===== config.mk =====
export PLATFORM = sky130hd
export DESIGN_NAME = decode_stage
export DESIGN_NICKNAME = d
export VERILOG_FILES = /design/src/rtl/decode_stage_pkg.sv /design/src/rtl/decode_stage_field_decode.sv /design/src/rtl/decode_stage.sv
export SDC_FILE = /design/constraint.sdc
export NUM_CORES = 1
export LEC_CHECK = 0
export CAP_MARGIN = 0
export CORE_MARGIN = 2
export CORE_UTILIZATION = 25
export CTS_CLUSTER_DIAMETER = 30
export CTS_CLUSTER_SIZE = 10
export DETAILED_ROUTE_END_ITERATION = 6
export GPL_ROUTABILITY_DRIVEN = 0
export SLEW_MARGIN = 20
export SYNTH_ARGS = -nofsm -noshare
export SYNTH_HDL_FRONTEND = slang
export SYNTH_HIERARCHICAL = 1
export SYNTH_SLANG_ARGS = --single-unit

===== constraint.sdc =====
create_clock -name clk_i -period 3.3 [get_ports clk_i]
set_clock_uncertainty 0.15 [all_clocks]
set_input_delay 0.99 -clock clk_i [delete_from_list [all_inputs] [get_ports clk_i]]
set_output_delay 0.99 -clock clk_i [all_outputs]
set_load 0.005 [all_outputs]

===== src/rtl/decode_stage_pkg.sv =====
// Shared RISC-V decode types: instruction formats, base opcodes and the decoded-instruction payload.
package decode_stage_pkg;

  localparam int unsigned INST_W = 32;
  localparam int unsigned OPC_W  = 7;
  localparam int unsigned REG_W  = 5;
  localparam int unsigned F3_W   = 3;
  localparam int unsigned F7_W   = 7;

  // INVALID_TYPE is the all-zero encoding so a cleared entry reads as "nothing decoded".
  typedef enum logic [2:0] {
    INVALID_TYPE = 3'd0,
    R_TYPE       = 3'd1,
    I_TYPE       = 3'd2,
    S_TYPE       = 3'd3,
    B_TYPE       = 3'd4,
    U_TYPE       = 3'd5,
    J_TYPE       = 3'd6
  } inst_format_e;

  localparam logic [OPC_W-1:0] OPC_LOAD      = 7'b0000011;
  localparam logic [OPC_W-1:0] OPC_FENCE     = 7'b0001111;
  localparam logic [OPC_W-1:0] OPC_OP_IMM    = 7'b0010011;
  localparam logic [OPC_W-1:0] OPC_AUIPC     = 7'b0010111;
  localparam logic [OPC_W-1:0] OPC_OP_IMM_32 = 7'b0011011;
  localparam logic [OPC_W-1:0] OPC_STORE     = 7'b0100011;
  localparam logic [OPC_W-1:0] OPC_OP        = 7'b0110011;
  localparam logic [OPC_W-1:0] OPC_LUI       = 7'b0110111;
  localparam logic [OPC_W-1:0] OPC_OP_32     = 7'b0111011;
  localparam logic [OPC_W-1:0] OPC_BRANCH    = 7'b1100011;
  localparam logic [OPC_W-1:0] OPC_JALR      = 7'b1100111;
  localparam logic [OPC_W-1:0] OPC_JAL       = 7'b1101111;
  localparam logic [OPC_W-1:0] OPC_SYSTEM    = 7'b1110011;

  // imm holds the 32-bit sign-extended value; widening to XLEN is a pure sign extension.
  typedef struct packed {
    inst_format_e      format;
    logic [OPC_W-1:0]  opcode;
    logic [F3_W-1:0]   funct3;
    logic [F7_W-1:0]   funct7;
    logic [REG_W-1:0]  rs1;
    logic [REG_W-1:0]  rs2;
    logic [REG_W-1:0]  rd;
    logic [INST_W-1:0] imm;
    logic              illegal;
  } decoded_inst_t;

  function automatic logic is_shift_funct3(input logic [F3_W-1:0] f3);
    return f3[1:0] == 2'b01;
  endfunction

endpackage


===== src/rtl/decode_stage_field_decode.sv =====
// Combinational field decoder: raw instruction to decoded_inst_t for RV32I/RV64I base opcodes.
module inst_field_decode
  import decode_stage_pkg::*;
#(
  parameter int unsigned XLEN = 32
) (
  input  logic [INST_W-1:0] inst_i,
  output decoded_inst_t     dec_o
);

  logic [OPC_W-1:0]  opc;
  inst_format_e      fmt;
  logic [INST_W-1:0] imm;
  logic [F7_W-1:0]   f7;

  assign opc = inst_i[6:0];

  always_comb begin
    fmt = INVALID_TYPE;
    unique case (opc)
      OPC_OP:                                         fmt = R_TYPE;
      OPC_OP_32:                                      if (XLEN == 64) fmt = R_TYPE;
      OPC_LOAD, OPC_OP_IMM, OPC_JALR, OPC_FENCE, OPC_SYSTEM: fmt = I_TYPE;
      OPC_OP_IMM_32:                                  if (XLEN == 64) fmt = I_TYPE;
      OPC_STORE:                                      fmt = S_TYPE;
      OPC_BRANCH:                                     fmt = B_TYPE;
      OPC_AUIPC, OPC_LUI:                             fmt = U_TYPE;
      OPC_JAL:                                        fmt = J_TYPE;
      default:                                        fmt = INVALID_TYPE;
    endcase
  end

  always_comb begin
    imm = '0;
    unique case (fmt)
      I_TYPE: imm = {{20{inst_i[31]}}, inst_i[31:20]};
      S_TYPE: imm = {{20{inst_i[31]}}, inst_i[31:25], inst_i[11:7]};
      B_TYPE: imm = {{19{inst_i[31]}}, inst_i[31], inst_i[7], inst_i[30:25], inst_i[11:8], 1'b0};
      U_TYPE: imm = {inst_i[31:12], 12'b0};
      J_TYPE: imm = {{11{inst_i[31]}}, inst_i[31], inst_i[19:12], inst_i[20], inst_i[30:21], 1'b0};
      default: imm = '0;
    endcase
  end

  // RV64 OP-IMM shifts use a 6-bit shamt, so bit 25 belongs to the shift amount, not funct7.
  always_comb begin
    f7 = '0;
    if (fmt == R_TYPE) begin
      f7 = inst_i[31:25];
    end else if (is_shift_funct3(inst_i[14:12]) && (opc == OPC_OP_IMM || opc == OPC_OP_IMM_32)) begin
      f7 = (opc == OPC_OP_IMM && XLEN == 64) ? {inst_i[31:26], 1'b0} : inst_i[31:25];
    end
  end

  always_comb begin
    dec_o         = '0;
    dec_o.format  = fmt;
    dec_o.opcode  = opc;
    dec_o.funct3  = inst_i[14:12];
    dec_o.funct7  = f7;
    dec_o.rs1     = inst_i[19:15];
    dec_o.rs2     = inst_i[24:20];
    dec_o.rd      = inst_i[11:7];
    dec_o.imm     = imm;
    dec_o.illegal = (fmt == INVALID_TYPE) || (inst_i[1:0] != 2'b11);
  end

endmodule


===== src/rtl/decode_stage.sv =====
// Registered decode stage: valid/ready input, one-cycle latency, optional two-entry skid buffer.
module decode_stage
  import decode_stage_pkg::*;
#(
  parameter int unsigned XLEN = 32,
  parameter bit          SKID = 1'b1
) (
  input  logic              clk_i,
  input  logic              rst_i,
  input  logic              flush_i,
  input  logic              in_valid_i,
  output logic              in_ready_o,
  input  logic [INST_W-1:0] inst_i,
  input  logic [XLEN-1:0]   pc_i,
  output logic              out_valid_o,
  input  logic              out_ready_i,
  output logic [XLEN-1:0]   pc_o,
  output inst_format_e      format_o,
  output logic [OPC_W-1:0]  opcode_o,
  output logic [F3_W-1:0]   funct3_o,
  output logic [F7_W-1:0]   funct7_o,
  output logic [REG_W-1:0]  rs1_o,
  output logic [REG_W-1:0]  rs2_o,
  output logic [REG_W-1:0]  rd_o,
  output logic [XLEN-1:0]   imm_o,
  output logic              illegal_o
);

  localparam logic [1:0] ST_EMPTY = 2'd0;
  localparam logic [1:0] ST_ONE   = 2'd1;
  localparam logic [1:0] ST_FULL  = 2'd2;

  logic [1:0]      state_q, state_d;
  decoded_inst_t   dec_c;
  decoded_inst_t   out_q, out_d, skid_q, skid_d;
  logic [XLEN-1:0] out_pc_q, out_pc_d, skid_pc_q, skid_pc_d;
  logic            ready_q, ready_d;
  logic            accept_c, drain_c;

  inst_field_decode #(.XLEN(XLEN)) u_field_decode (
    .inst_i (inst_i),
    .dec_o  (dec_c)
  );

  assign accept_c = in_valid_i && ready_q;
  assign drain_c  = (state_q != ST_EMPTY) && out_ready_i;

  // With SKID=0 ready drops whenever the output is occupied, so ST_ONE never sees an accept.
  always_comb begin
    state_d   = state_q;
    out_d     = out_q;
    out_pc_d  = out_pc_q;
    skid_d    = skid_q;
    skid_pc_d = skid_pc_q;
    if (flush_i) begin
      state_d = ST_EMPTY;
    end else begin
      unique case (state_q)
        ST_EMPTY: begin
          if (accept_c) begin
            state_d  = ST_ONE;
            out_d    = dec_c;
            out_pc_d = pc_i;
          end
        end
        ST_ONE: begin
          if (accept_c && drain_c) begin
            out_d    = dec_c;
            out_pc_d = pc_i;
          end else if (accept_c) begin
            state_d   = ST_FULL;
            skid_d    = dec_c;
            skid_pc_d = pc_i;
          end else if (drain_c) begin
            state_d = ST_EMPTY;
          end
        end
        ST_FULL: begin
          if (drain_c) begin
            state_d  = ST_ONE;
            out_d    = skid_q;
            out_pc_d = skid_pc_q;
          end
        end
        default: state_d = ST_EMPTY;
      endcase
    end
    ready_d = SKID ? (state_d != ST_FULL) : (state_d == ST_EMPTY);
  end

  always_ff @(posedge clk_i) begin
    if (rst_i) begin
      state_q   <= ST_EMPTY;
      out_q     <= '0;
      out_pc_q  <= '0;
      skid_q    <= '0;
      skid_pc_q <= '0;
      ready_q   <= 1'b0;
    end else begin
      state_q   <= state_d;
      out_q     <= out_d;
      out_pc_q  <= out_pc_d;
      skid_q    <= skid_d;
      skid_pc_q <= skid_pc_d;
      ready_q   <= ready_d;
    end
  end

  assign in_ready_o  = ready_q;
  assign out_valid_o = state_q != ST_EMPTY;
  assign pc_o        = out_pc_q;
  assign format_o    = out_q.format;
  assign opcode_o    = out_q.opcode;
  assign funct3_o    = out_q.funct3;
  assign funct7_o    = out_q.funct7;
  assign rs1_o       = out_q.rs1;
  assign rs2_o       = out_q.rs2;
  assign rd_o        = out_q.rd;
  assign imm_o       = XLEN'($signed(out_q.imm));
  assign illegal_o   = out_q.illegal;

endmodule


==> flow_metrics.py, run 1 <==
metrics = {
    "run_status": {
        "outcome": "finished, final reports clean",
    },
    "logic_synthesis": {
        "synth_edf_count": 0,
        "async_flop_share_pct": 0,
        "ys_warn_count": 6,
        "ys_types": 50,
        "synth_seq_area_share_pct": 45.0,
        "ys.flop_type": "dfxtp_1",
        "synth-seq-cells": 203,
        "syn_area_um2": 9040,
        "syn_inst": 1063,
        "synth_fp_nets": 1132,
        "syn_avg_cell_area_um2": 8.50,
    },
    "die": {
        "dieArea_um2": 37700,
        "core_um2": 35600,
        "initial_utilization_pct": 25.4,
        "io_pins": 171,
        "die_h_um": 194,
        "row_count": 69,
        "die_width_um": 194,
    },
    "sta": {
        "period_needed_ns": 2.87,
        "relSlewSlack_pct": 65.5,
        "whs_ns": 0.300,
        "setup_violations": 0,
        "hold_viol": 0,
        "maxSlewViolCount": 0,
        "fin_crit_sh_pct": 86.9,
        "worst_slew_pin_slew_ns": 0.518,
        "tns_ns": 0,
        "fmax_mhz": 349,
        "grt_setup_unrepaired": "no",
    },
    "cts": {
        "clkTransAtPathRegs_ns": 0.04,
        "postCtsSetupBuffers": 0,
        "insertion_delay_ns": 0.57,
        "hold_buffers": 0,
        "cts_buffers": 59,
        "cts_tree": "done",
        "cts_resized": 0,
        "clock_path_buffers": 3,
        "cts.sinks": 203,
        "cts_root_buf": "clkbuf_16",
        "htreeDepth": 2,
    },
    "setup_path": {
        "cp_num_buf_inv": 1,
        "endpoint_kind": "output port",
        "crit_type": "reg -> out",
        "crit_path_max_incr_delay_ns": 0.47,
        "critPathTopFamily": "buffers and inverters",
        "cp_data_arrival_time_ns": 1.73,
        "critPathMaxFanout": 7,
        "worst_path_max_delay_cell": "clkdlybuf4s50_1",
        "path_cells": "or2_2 -> clkdlybuf4s50_1",
        "start_kind": "flop",
        "cp_data_required_time_ns": 2.16,
    },
    "global_routing": {
        "antenna_found_initial": 1,
        "grt-ovfl-total": 0,
        "grt_pass1_vias": 7587,
        "grt_pass1_wl_um": 42900,
        "grt_max_degree": 69,
        "grt.total_usage_pct": 14.2,
    },
    "finish": {
        "fillers": 3628,
        "final_area_um2": 13200,
        "final_cells": 1726,
        "drive_gt1_share_pct": 12.4,
        "synthToLayoutAreaGrowth_pct": 46.3,
        "num-nets-final": 1288,
        "num_antenna_cells": 0,
    },
    "power_and_ir_drop": {
        "peakVddDrop_mv": 0.423,
        "leakagePower_nw": 5.28,
        "p_per_area_nw_per_um2": 677,
    },
    "routing": {
        "drt-wirelength-per-cell_um": 15.9,
        "drtIter0Drc": 354,
        "vias": 7951,
        "antenna_left": 0,
        "firstDrtPassIters": 5,
        "wirelength_um": 27400,
        "post_drt_via_cell_ratio": 4.61,
        "drc": 0,
    },
    "hold_path": {
        "hp-class": "reg -> reg",
    },
    "placed_design": {
        "post-dp-hpwl_um": 18500,
        "portBuffers": 170,
        "placed_cells": 1619,
        "placed_area_um2": 11200,
    },
    "job": {
        "max_cap_viol_count": 0,
    },
}
worst min-delay path, stage by stage (launching register included):
cell     delay [ns]
dfxtp_1        0.30
nand2_1        0.05
a21oi_1        0.05
cells in the final DEF (no fill, tap or decap), types with 3 or more instances in the layout:
| master | count |
|---|---|
| nand3_1 | 9 |
| buf_12 | 15 |
| a21oi_1 | 118 |
| clkbuf_1 | 11 |
| nor2b_1 | 5 |
| mux2i_1 | 103 |
| a32o_1 | 4 |
| and3_1 | 3 |
| bufinv_16 | 8 |
| and2_1 | 8 |
| clkbuf_8 | 14 |
| a211oi_1 | 101 |
| nand2_1 | 225 |
| clkinv_2 | 10 |
| clkdlybuf4s50_1 | 169 |
| a21oi_2 | 6 |
| dfxtp_1 | 203 |
| o21a_1 | 4 |
| nor2_1 | 114 |
| clkbuf_16 | 59 |
| nor3_1 | 4 |
| buf_4 | 26 |
final timing paths:
kind / startpoint / end / slack [ns] / cells past startpoint
max: state_q[1] / out_valid_o / 0.43 / 2
min: skid_pc_q[14] / skid_pc_q[14] / 0.30 / 2
max reg2reg: state_q[1] / skid_pc_q[19] / 1.28 / 5
min reg2reg: skid_pc_q[14] / skid_pc_q[14] / 0.30 / 2
registers in the layout, indices dropped and copies added, names as in the netlist, 5 cells and up:
register / cells
pc_o: 32
funct7_o: 7
opcode_o: 7
rs2_o: 5
skid_q: 68
skid_pc_q: 32
rs1_o: 5
imm_o: 32
rd_o: 5
synthesized netlist by cell type, types with 3 or more instances:
library cell / number / area [um2]
clkbuf_1: 27 / 101
buf_2: 50 / 250
nor2_1: 114 / 428
a21oi_2: 6 / 52.6
nor2b_1: 5 / 31.3
nor3_1: 4 / 20.0
o21a_1: 4 / 30.0
buf_6: 10 / 113
a21oi_1: 118 / 591
o21ai_1: 3 / 15.0
and3_1: 3 / 18.8
nand3_1: 9 / 45.0
nand2_1: 225 / 845
and2_1: 8 / 50.1
a32o_1: 4 / 40.0
buf_4: 27 / 203
dfxtp_1: 203 / 4060
mux2i_1: 103 / 1030
a211oi_1: 101 / 758
power breakdown:
part	switching [mW]	internal [mW]
Sequential	0.0398	2.53
Clock	1.61	4.17
Combinational	0.289	0.306
Total	1.94	7.01
final cells by class:
cell class / instances / area [um2] / share of cell area, %
timing repair buffer: 211 / 2200 / 16.6
inverter: 3 / 11.3 / 0.0851
sequential: 203 / 4060 / 30.7
clock buffer: 84 / 1710 / 12.9
clock inverter: 23 / 354 / 2.68
tap: 461 / 577 / 4.36
multi-input combinational: 741 / 4310 / 32.6
through the flow:
| step | setup WS, ns | power (mW) | utilization (%) |
|---|---|---|---|
| 6_report | 0.434 | 8.95 | 37.2 |
| 5_1_grt | 0.368 | 9.26 | 37.2 |
| 4_1_cts | 0.405 | 9.06 | 37.2 |
| 3_5_place_dp | 0.0632 | 3.21 | 31.4 |
| 3_3_place_gp | 0.0720 | 3.21 | 31.4 |
| 2_1_floorplan | 0.751 | 2.88 | - |
cell families after synthesis:
logic type / Yosys count / share of synthesized area, %
multiplexers: 104 / 11.5
buffers and inverters: 119 / 7.63
flip-flops: 203 / 45.0
AO/OA/AOI/OAI: 250 / 18.0
AND/OR/NAND/NOR: 385 / 17.6
adder cells (fa/ha/maj): 1 / 0.111
XOR/XNOR: 1 / 0.0969
metal layers:
layer / up-vias / part of all wire (%) / wire, um / track usage (%)
met1: 3650 / 46 / 12500 / 19.0
met3: 49 / 7.3 / 2000 / 4.11
met5: - / 0.044 / 12 / 0
met2: 264 / 45 / 12200 / 21.6
li1: 3986 / - / - / -
met4: 2 / 2.5 / 686 / 5.22
Note: power is estimated with default switching activity, not from simulation.
==> run 2, diff against run 1 <==
--- a/config.mk
+++ b/config.mk
@@ -5,6 +5,7 @@
 export SDC_FILE = /design/constraint.sdc
 export NUM_CORES = 1
 export LEC_CHECK = 0
+export ABC_CLOCK_PERIOD_IN_PS = 3300
 export CAP_MARGIN = 0
 export CORE_MARGIN = 2
 export CORE_UTILIZATION = 25
==> results of run 2 <==
No change in the layout: final DEF, timing and power equal those of run 1.
==> run 3, diff against run 2 <==
--- a/config.mk
+++ b/config.mk
@@ -18,3 +18,4 @@
 export SYNTH_HDL_FRONTEND = slang
 export SYNTH_HIERARCHICAL = 1
 export SYNTH_SLANG_ARGS = --single-unit
+export TNS_END_PERCENT = 10
==> results of run 3 <==
No change in the layout: final DEF, timing and power equal those of run 1.
